===== config.mk =====
export PLATFORM = sky130hd
export DESIGN_NAME = if_stage
export DESIGN_NICKNAME = d
export VERILOG_FILES = /design/src/rtl/if_stage_pkg.sv /design/src/rtl/if_stage_if_id_reg.sv /design/src/rtl/if_stage.sv
export SDC_FILE = /design/constraint.sdc
export NUM_CORES = 1
export LEC_CHECK = 0
export CAP_MARGIN = 20
export CORE_UTILIZATION = 45
export CTS_CLUSTER_SIZE = 24
export DETAILED_ROUTE_END_ITERATION = 8
export PLACE_DENSITY = 0.68
export SKIP_CTS_REPAIR_TIMING = 1
export SYNTH_ARGS = -nofsm -noshare
export SYNTH_HDL_FRONTEND = slang
export SYNTH_SLANG_ARGS = --single-unit

===== constraint.sdc =====
create_clock -name clk -period 3.4 [get_ports clk]
set_input_delay 0.68 -clock clk [delete_from_list [all_inputs] [get_ports clk]]
set_output_delay 0.68 -clock clk [all_outputs]
set_load 0.02 [all_outputs]

===== src/rtl/if_stage_pkg.sv =====
// Shared definitions for the instruction-fetch stage: FSM encoding, default
// parameter values and the branch-target helper.
package if_stage_pkg;

  typedef enum logic [1:0] {
    ST_IDLE = 2'd0,
    ST_REQ  = 2'd1,
    ST_HOLD = 2'd2
  } state_t;

  localparam logic [31:0] DEF_RESET_PC  = 32'h0000_0000;
  localparam int          DEF_PC_STEP   = 4;
  localparam logic [31:0] DEF_NOP_INSTR = 32'h0000_0000;

  // br_offset is a word offset; the sum wraps silently at 32 bits.
  function automatic logic [31:0] branch_target(input logic [31:0] pc4,
                                                input logic [31:0] offset);
    return pc4 + (offset << 2);
  endfunction

endpackage


===== src/rtl/if_stage_if_id_reg.sv =====
// IF/ID pipeline register: load a new slot, flush it to a NOP bubble, or hold.
// Flushing keeps pc4 so the register contents stay deterministic.
module if_id_reg
  import if_stage_pkg::*;
#(
  parameter logic [31:0] NOP_INSTR = DEF_NOP_INSTR
) (
  input  logic        clk,
  input  logic        rst,
  input  logic        load,
  input  logic        flush,
  input  logic [31:0] load_instr,
  input  logic [31:0] load_pc4,
  output logic [31:0] instr,
  output logic [31:0] pc4,
  output logic        valid
);

  always_ff @(posedge clk or negedge rst) begin
    if (!rst) begin
      instr <= NOP_INSTR;
      pc4   <= 32'h0;
      valid <= 1'b0;
    end else if (load) begin
      instr <= load_instr;
      pc4   <= load_pc4;
      valid <= 1'b1;
    end else if (flush) begin
      instr <= NOP_INSTR;
      valid <= 1'b0;
    end
  end

endmodule


===== src/rtl/if_stage.sv =====
// Instruction fetch stage: owns the PC, runs a req/ack fetch port with a
// one-deep skid buffer for frozen cycles, and feeds the IF/ID register.
module if_stage
  import if_stage_pkg::*;
#(
  parameter logic [31:0] RESET_PC  = DEF_RESET_PC,
  parameter int          PC_STEP   = DEF_PC_STEP,
  parameter logic [31:0] NOP_INSTR = DEF_NOP_INSTR
) (
  input  logic        clk,
  input  logic        rst,
  input  logic        start,
  input  logic        freeze,
  input  logic        br_taken,
  input  logic [31:0] br_offset,
  output logic        imem_req,
  output logic [31:0] imem_addr,
  input  logic        imem_ack,
  input  logic [31:0] imem_rdata,
  output logic [31:0] if_id_instr,
  output logic [31:0] if_id_pc4,
  output logic        if_id_valid
);

  localparam logic [31:0] STEP = 32'(PC_STEP);

  state_t      state;
  logic [31:0] pc;
  logic        kill;
  logic [31:0] kill_addr;
  logic [31:0] skid_instr;
  logic [31:0] skid_pc4;

  logic        redir;
  logic [31:0] target;
  logic        idr_load;
  logic        idr_flush;
  logic [31:0] idr_instr;
  logic [31:0] idr_pc4;

  assign redir  = br_taken & ~freeze;
  assign target = branch_target(if_id_pc4, br_offset);

  // While a killed request is outstanding the port keeps its original address
  // even though pc already points at the branch target.
  assign imem_req  = (state == ST_REQ);
  assign imem_addr = kill ? kill_addr : pc;

  always_comb begin
    idr_load  = 1'b0;
    idr_flush = 1'b0;
    idr_instr = imem_rdata;
    idr_pc4   = pc + STEP;
    case (state)
      ST_REQ: begin
        if (!freeze) begin
          if (imem_ack && !kill && !br_taken) idr_load  = 1'b1;
          else                                idr_flush = 1'b1;
        end
      end
      ST_HOLD: begin
        if (!freeze) begin
          if (br_taken) begin
            idr_flush = 1'b1;
          end else begin
            idr_load  = 1'b1;
            idr_instr = skid_instr;
            idr_pc4   = skid_pc4;
          end
        end
      end
      default: ;
    endcase
  end

  always_ff @(posedge clk or negedge rst) begin
    if (!rst) begin
      state      <= ST_IDLE;
      pc         <= RESET_PC;
      kill       <= 1'b0;
      kill_addr  <= 32'h0;
      skid_instr <= NOP_INSTR;
      skid_pc4   <= 32'h0;
    end else begin
      case (state)
        ST_IDLE: begin
          if (start) state <= ST_REQ;
        end
        ST_REQ: begin
          if (imem_ack && kill) begin
            kill <= 1'b0;
            if (redir) pc <= target;
          end else if (imem_ack && redir) begin
            pc <= target;
          end else if (imem_ack && freeze) begin
            skid_instr <= imem_rdata;
            skid_pc4   <= pc + STEP;
            state      <= ST_HOLD;
          end else if (imem_ack) begin
            pc <= pc + STEP;
          end else if (redir) begin
            kill_addr <= imem_addr;
            kill      <= 1'b1;
            pc        <= target;
          end
        end
        ST_HOLD: begin
          if (!freeze) begin
            state <= ST_REQ;
            pc    <= br_taken ? target : pc + STEP;
          end
        end
        default: state <= ST_IDLE;
      endcase
    end
  end

  if_id_reg #(.NOP_INSTR(NOP_INSTR)) u_if_id_reg (
    .clk        (clk),
    .rst        (rst),
    .load       (idr_load),
    .flush      (idr_flush),
    .load_instr (idr_instr),
    .load_pc4   (idr_pc4),
    .instr      (if_id_instr),
    .pc4        (if_id_pc4),
    .valid      (if_id_valid)
  );

endmodule

# After elaboration in Yosys (flattened, before gate mapping)
# Cells that the tools add are included.
# classes
add_sub_neg,2
n_reduce_logical,16
eq_ne,11
bitwise,6
n_mux,40
# ops
operator,n
32-bit 2-to-1 mux,16
32-bit one-hot mux with 2 select lines,1
"32-bit by 3-bit adder with 32-bit output, second input constant",1
32-bit adder,1
1-bit 2-to-1 mux,15
"2-bit != test, second input constant",6
2-bit 2-to-1 mux,5
5-bit AND reduction,2
2-bit one-hot mux with 3 select lines,1
6-bit AND reduction,1
2-bit nonzero test,3
1-bit logical AND,5
1-bit inverter,5
"2-bit by 1-bit != test with 1-bit output, second input constant",2
"4-bit != test, second input constant",1
1-bit one-hot mux with 2 select lines,2
4-bit AND reduction,1
3-bit AND reduction,1
"2-bit by 1-bit == test with 1-bit output, second input constant",1
"2-bit == test, second input constant",1
1-bit zero test,2
2-bit zero test,1
1-bit AND,1
# word_totals
word_cells,84
in_bits,70
reg_bits,196
output_inout_bits,98

# Depth between registers and ports, before layout
# depth
ltp_word,8
depth_mapped,12
ltp_nobuf,10

# Cells and area by module
# From an unflattened synthesis, not the netlist that was laid out.
# unflattened
cells_unflattened,1158
area_unflattened_um2,11240.8
# modules_own_cells
module,seq_area_each_um2,area_per_inst_um2,cells_per_inst,n_inst
if_stage,3278.1,8829.7,1016,1
if_id_reg,1626.6,2411.1,142,1

# Worst setup path before layout
# Ideal clock, no wire load.
# synth_timing
path_type,input port to flip-flop
from,input br_offset[0]
to,register pc[30]
t_required_ns,3.270
setup_time_ns,0.130
cell_stages,10
n_path_buf,0
arrival_time_ns,2.664
path_slack_ns,0.607
path_cell_list,ha_1 fa_1 a21oi_1 nor3_1 o21ai_0 nand4_1 a31oi_1 o21ai_0 nor4b_1 nor3_1
# synth_between
elab_chain_cells,7
word_cells_on_any_way,9
classes_between,add/sub (1); mux (8)
# synth_rtl
item,line,text
"start, declared",if_stage.sv:15,"input logic [31:0] br_offset,"
32-bit adder *,if_stage_pkg.sv:18,return pc4 + (offset << 2);
32-bit 2-to-1 mux,"if_stage.sv:92, if_stage.sv:101",
32-bit 2-to-1 mux,if_stage.sv:99,end else if (imem_ack) begin
32-bit 2-to-1 mux,if_stage.sv:95,end else if (imem_ack && freeze) begin
32-bit 2-to-1 mux,if_stage.sv:93,end else if (imem_ack && redir) begin
32-bit 2-to-1 mux,if_stage.sv:90,if (imem_ack && kill) begin
32-bit one-hot mux with 2 select lines *,if_stage.sv:85,case (state)
"end signal, assigned",if_stage.sv:92,if (redir) pc <= target;
"end signal, assigned",if_stage.sv:94,pc <= target;
"end signal, assigned",if_stage.sv:100,pc <= pc + STEP;
"end, declared",if_stage.sv:28,logic [31:0] pc;
# Every way passes the cells marked *; elsewhere a longest branch is shown, timed or not. The select of a mux whose other input is x is not followed.
# A chain may end at the register's enable or synchronous reset.

# Final worst setup path
# layout_timing
from,input br_offset[0]
to,register pc[24]
# Same word-level chain as after synthesis.

==> out/qor.yml <==
crit_path_cell_trace: "clkdlybuf4s50_1, ha_1, fa_1, a21oi_1, nor3_1, o21ai_0, buf_4, nand4_1, buf_4, a41oi_1, xnor2_1, o211ai_1, nand3_1"
grt_pass1_wl_um: 48300
syn_inst: 1123
r2r-end: "pc[24]"
cts_buffers: 17
cp_slowest_cell: "clkdlybuf4s50_1"
avgSynthCellArea_um2: 9.81
fin_setup_tns_ps: 0
worstPathMaxFanout: 3
rows: 56
num_io_pins: 168
antenna_left: 0
ys.flop_type: "dfrtp_1"
p_sw_frac: 0.418
rr_worst_depth: 12
hp-class: "in -> async"
synth_edf_count: 0
maxSlewHeadroom: 0.274
cts_tree: "yes"
cp.required_ps: 3720
overflow: 0
drive_above_1_share: 0.165
critPathKind: "in -> reg"
ir_drop_mv: 0.400
leakage_nw: 6.33
syn-num-nets: 1227
synthArstFlopShare: 1.00
drcViolationCount: 0
arrival_ps: 3540
start_kind: "input pin"
pwr-share-seq: 0.330
cp_num_cells: 13
io_buffer_count: 165
hold_viol_final: 0
endpoint_kind: "register"
fmax_mhz: 310
grt_pass1_vias: 8916
diodes: 0
yosysSeqAreaShare: 0.445
wl_per_cell_um: 18.6
cts.clk_slew.worst_paths_ps: 70
gp_congestion: 0.887
synth_cell_types: 70
die_h_um: 158
clock-skew-final_ps: 10.8
vias_per_cell: 5.61
maxSlewViolCount: 0
cts_sinks: 196
synthToLayoutAreaGrowth_pct: 25.7
r2r-start: "u_if_id_reg.pc4[2]"
die-area_mm2: 0.0251
clock_latency_ps: 440
ys_warn_count: 0
setup_viol: 0
die_w_um: 158
rsz0062_at_grt: "no"
maxCapViolCount: 0
min_period_ps: 3220
core_mm2: 0.0238
instances_no_fill: 1626
wirelength_um: 30300
dp_cells: 1593
slowest_delay_ps: 400
regToRegSetupSlack_ps: 440
total_power_mw: 12.2
vias: 9122
cts-root-buf: "clkbuf_16"
drt_iter0_drc: 683
holdWs_ps: 255
yosys_register_bits: 196
critPathTopFamily: "compound AO/OA/AOI/OAI gates"
h-tree-depth: 4
synth_area_mm2: 0.0110
internal-power_mw: 7.11
cts_max_path_buffers: 2
power_density_mw_per_mm2: 882
worst_pin_slew_ps: 1090
antenna_found_initial: 1
dr.pass1.iters: 5
num-nets-final: 1398
netSwitchingPower_mw: 5.10
grt_max_degree: 98
outcome: "complete, no violations"
dpl.hpwl_um: 21400
post-route-util: 0.583
pwr-share-comb: 0.508
path_common_cell: "buf_4"
finalCritPeriodShare: 0.947
grtUsageTotal: 0.252
clkPwrFrac: 0.162
start_util: 0.464
path_buf_inv: 3
==> layer usage <==
metal | wire length [um] | track usage | up-vias
met4 | 378 | 0.0632 | 0
met1 | 14000 | 0.347 | 4385
met3 | 2470 | 0.0724 | 31
met5 | 0 | 0 | -
li1 | - | - | 4384
met2 | 13400 | 0.389 | 322
==> through the flow <==
stage | area (um^2) | setup WS [ps]
after floorplan | 11000 | 607
after global placement | 13300 | -193
after detailed placement | 13300 | -208
after CTS | 13800 | 249
after global routing | 13800 | 124
final | 13800 | 179
==> worst max-delay path by stage <==
| stage | start | endpoint | slack (ps) |
|---|---|---|---|
| 5_1_grt | br_offset[0] | pc[24] | 120 |
| 4_1_cts | br_offset[1] | pc[25] | 250 |
| 6_report | br_offset[0] | pc[24] | 180 |
| 2_1_floorplan | br_offset[0] | pc[30] | 610 |
| 3_5_place_dp | br_offset[0] | pc[30] | -210 |
| 3_3_place_gp | br_offset[1] | pc[25] | -190 |
==> power by group through the flow <==
stage | logic [mW] | clock network [mW] | registers, mW
after floorplan | 3.74 | 0 | 4.03
after global placement | 6.07 | 0 | 4.03
after detailed placement | 6.16 | 0 | 4.07
after CTS | 6.20 | 2.03 | 4.03
after global routing | 6.75 | 2.11 | 4.17
final | 6.21 | 1.97 | 4.03
==> layout make-up <==
class	instances	area, um^2
Clock inverter	13	119
Multi-Input combinational cell	839	5770
Sequential cell	196	4900
Fill cell	2085	9900
Tap cell	319	399
Clock buffer	19	453
Timing Repair Buffer	224	2140
Inverter	16	60.1
==> kinds of logic (layout without fill, tap and decap cells) <==
logic type,Yosys count,after routing,synth area share
xor+xnor,57,57,0.0453
flops,196,196,0.445
simple gates,297,297,0.128
buf+inv,88,272,0.0321
mux,138,138,0.137
fa+ha+maj,34,34,0.0393
compound gates,313,313,0.173
==> worst reg2reg max path, delay by kind of cell (launching register included) <==
kind / cells / cell delay (ps)
AOI/OAI and AO/OA: 4 / 960
buffers and inverters: 2 / 340
xor gates and xnor gates: 1 / 170
DFF: 1 / 400
adders and majority gates: 2 / 610
and+or+nand+nor: 3 / 370
==> placed cells by master, fill, tap and decap left out, drive strengths merged, types with 4 or more instances in the layout <==
master | Yosys | layout
a211oi | 20 | 20
a21o | 24 | 24
a21oi | 61 | 61
a22o | 5 | 5
a22oi | 6 | 6
a31oi | 8 | 8
and3 | 10 | 10
and4 | 4 | 4
buf | 13 | 59
clkbuf | 59 | 20
clkdlybuf4s50 | 0 | 164
clkinvlp | 0 | 5
dfrtp | 196 | 196
ha | 33 | 33
inv | 16 | 21
mux2 | 102 | 102
mux2i | 36 | 36
nand2 | 144 | 144
nand3 | 30 | 30
nand4 | 12 | 12
nor2 | 53 | 53
nor2b | 6 | 6
nor3 | 14 | 14
o211ai | 8 | 8
o21ai | 126 | 126
o21bai | 10 | 10
o221ai | 4 | 4
o22ai | 15 | 15
or3 | 4 | 4
xnor2 | 37 | 37
xor2 | 20 | 20
==> cells in the mapped netlist (10+ instances only) <==
master,instances,area (um^2)
inv_1,16,60.1
nand2_1,143,537
o22ai_1,15,93.8
nand4_1,10,62.6
mux2_2,102,1150
a211oi_1,20,150
o21bai_1,10,75.1
nor3_1,11,55.1
ha_1,33,413
clkbuf_1,58,218
nor2_1,52,195
nand3_1,30,150
a21o_1,24,180
a21oi_1,60,300
xor2_1,20,175
mux2i_1,36,360
dfrtp_1,196,4900
o21ai_0,124,621
xnor2_1,37,324
==> state kept, by name (all words and copies together) (netlist names) <==
name and flops:
kill_addr 32, u_if_id_reg.pc4 32, u_if_id_reg.valid 1, pc 32, state 2, u_if_id_reg.instr 32
skid_pc4 32, skid_instr 32, kill 1
No activity file was read; power rests on OpenSTA's default activity.
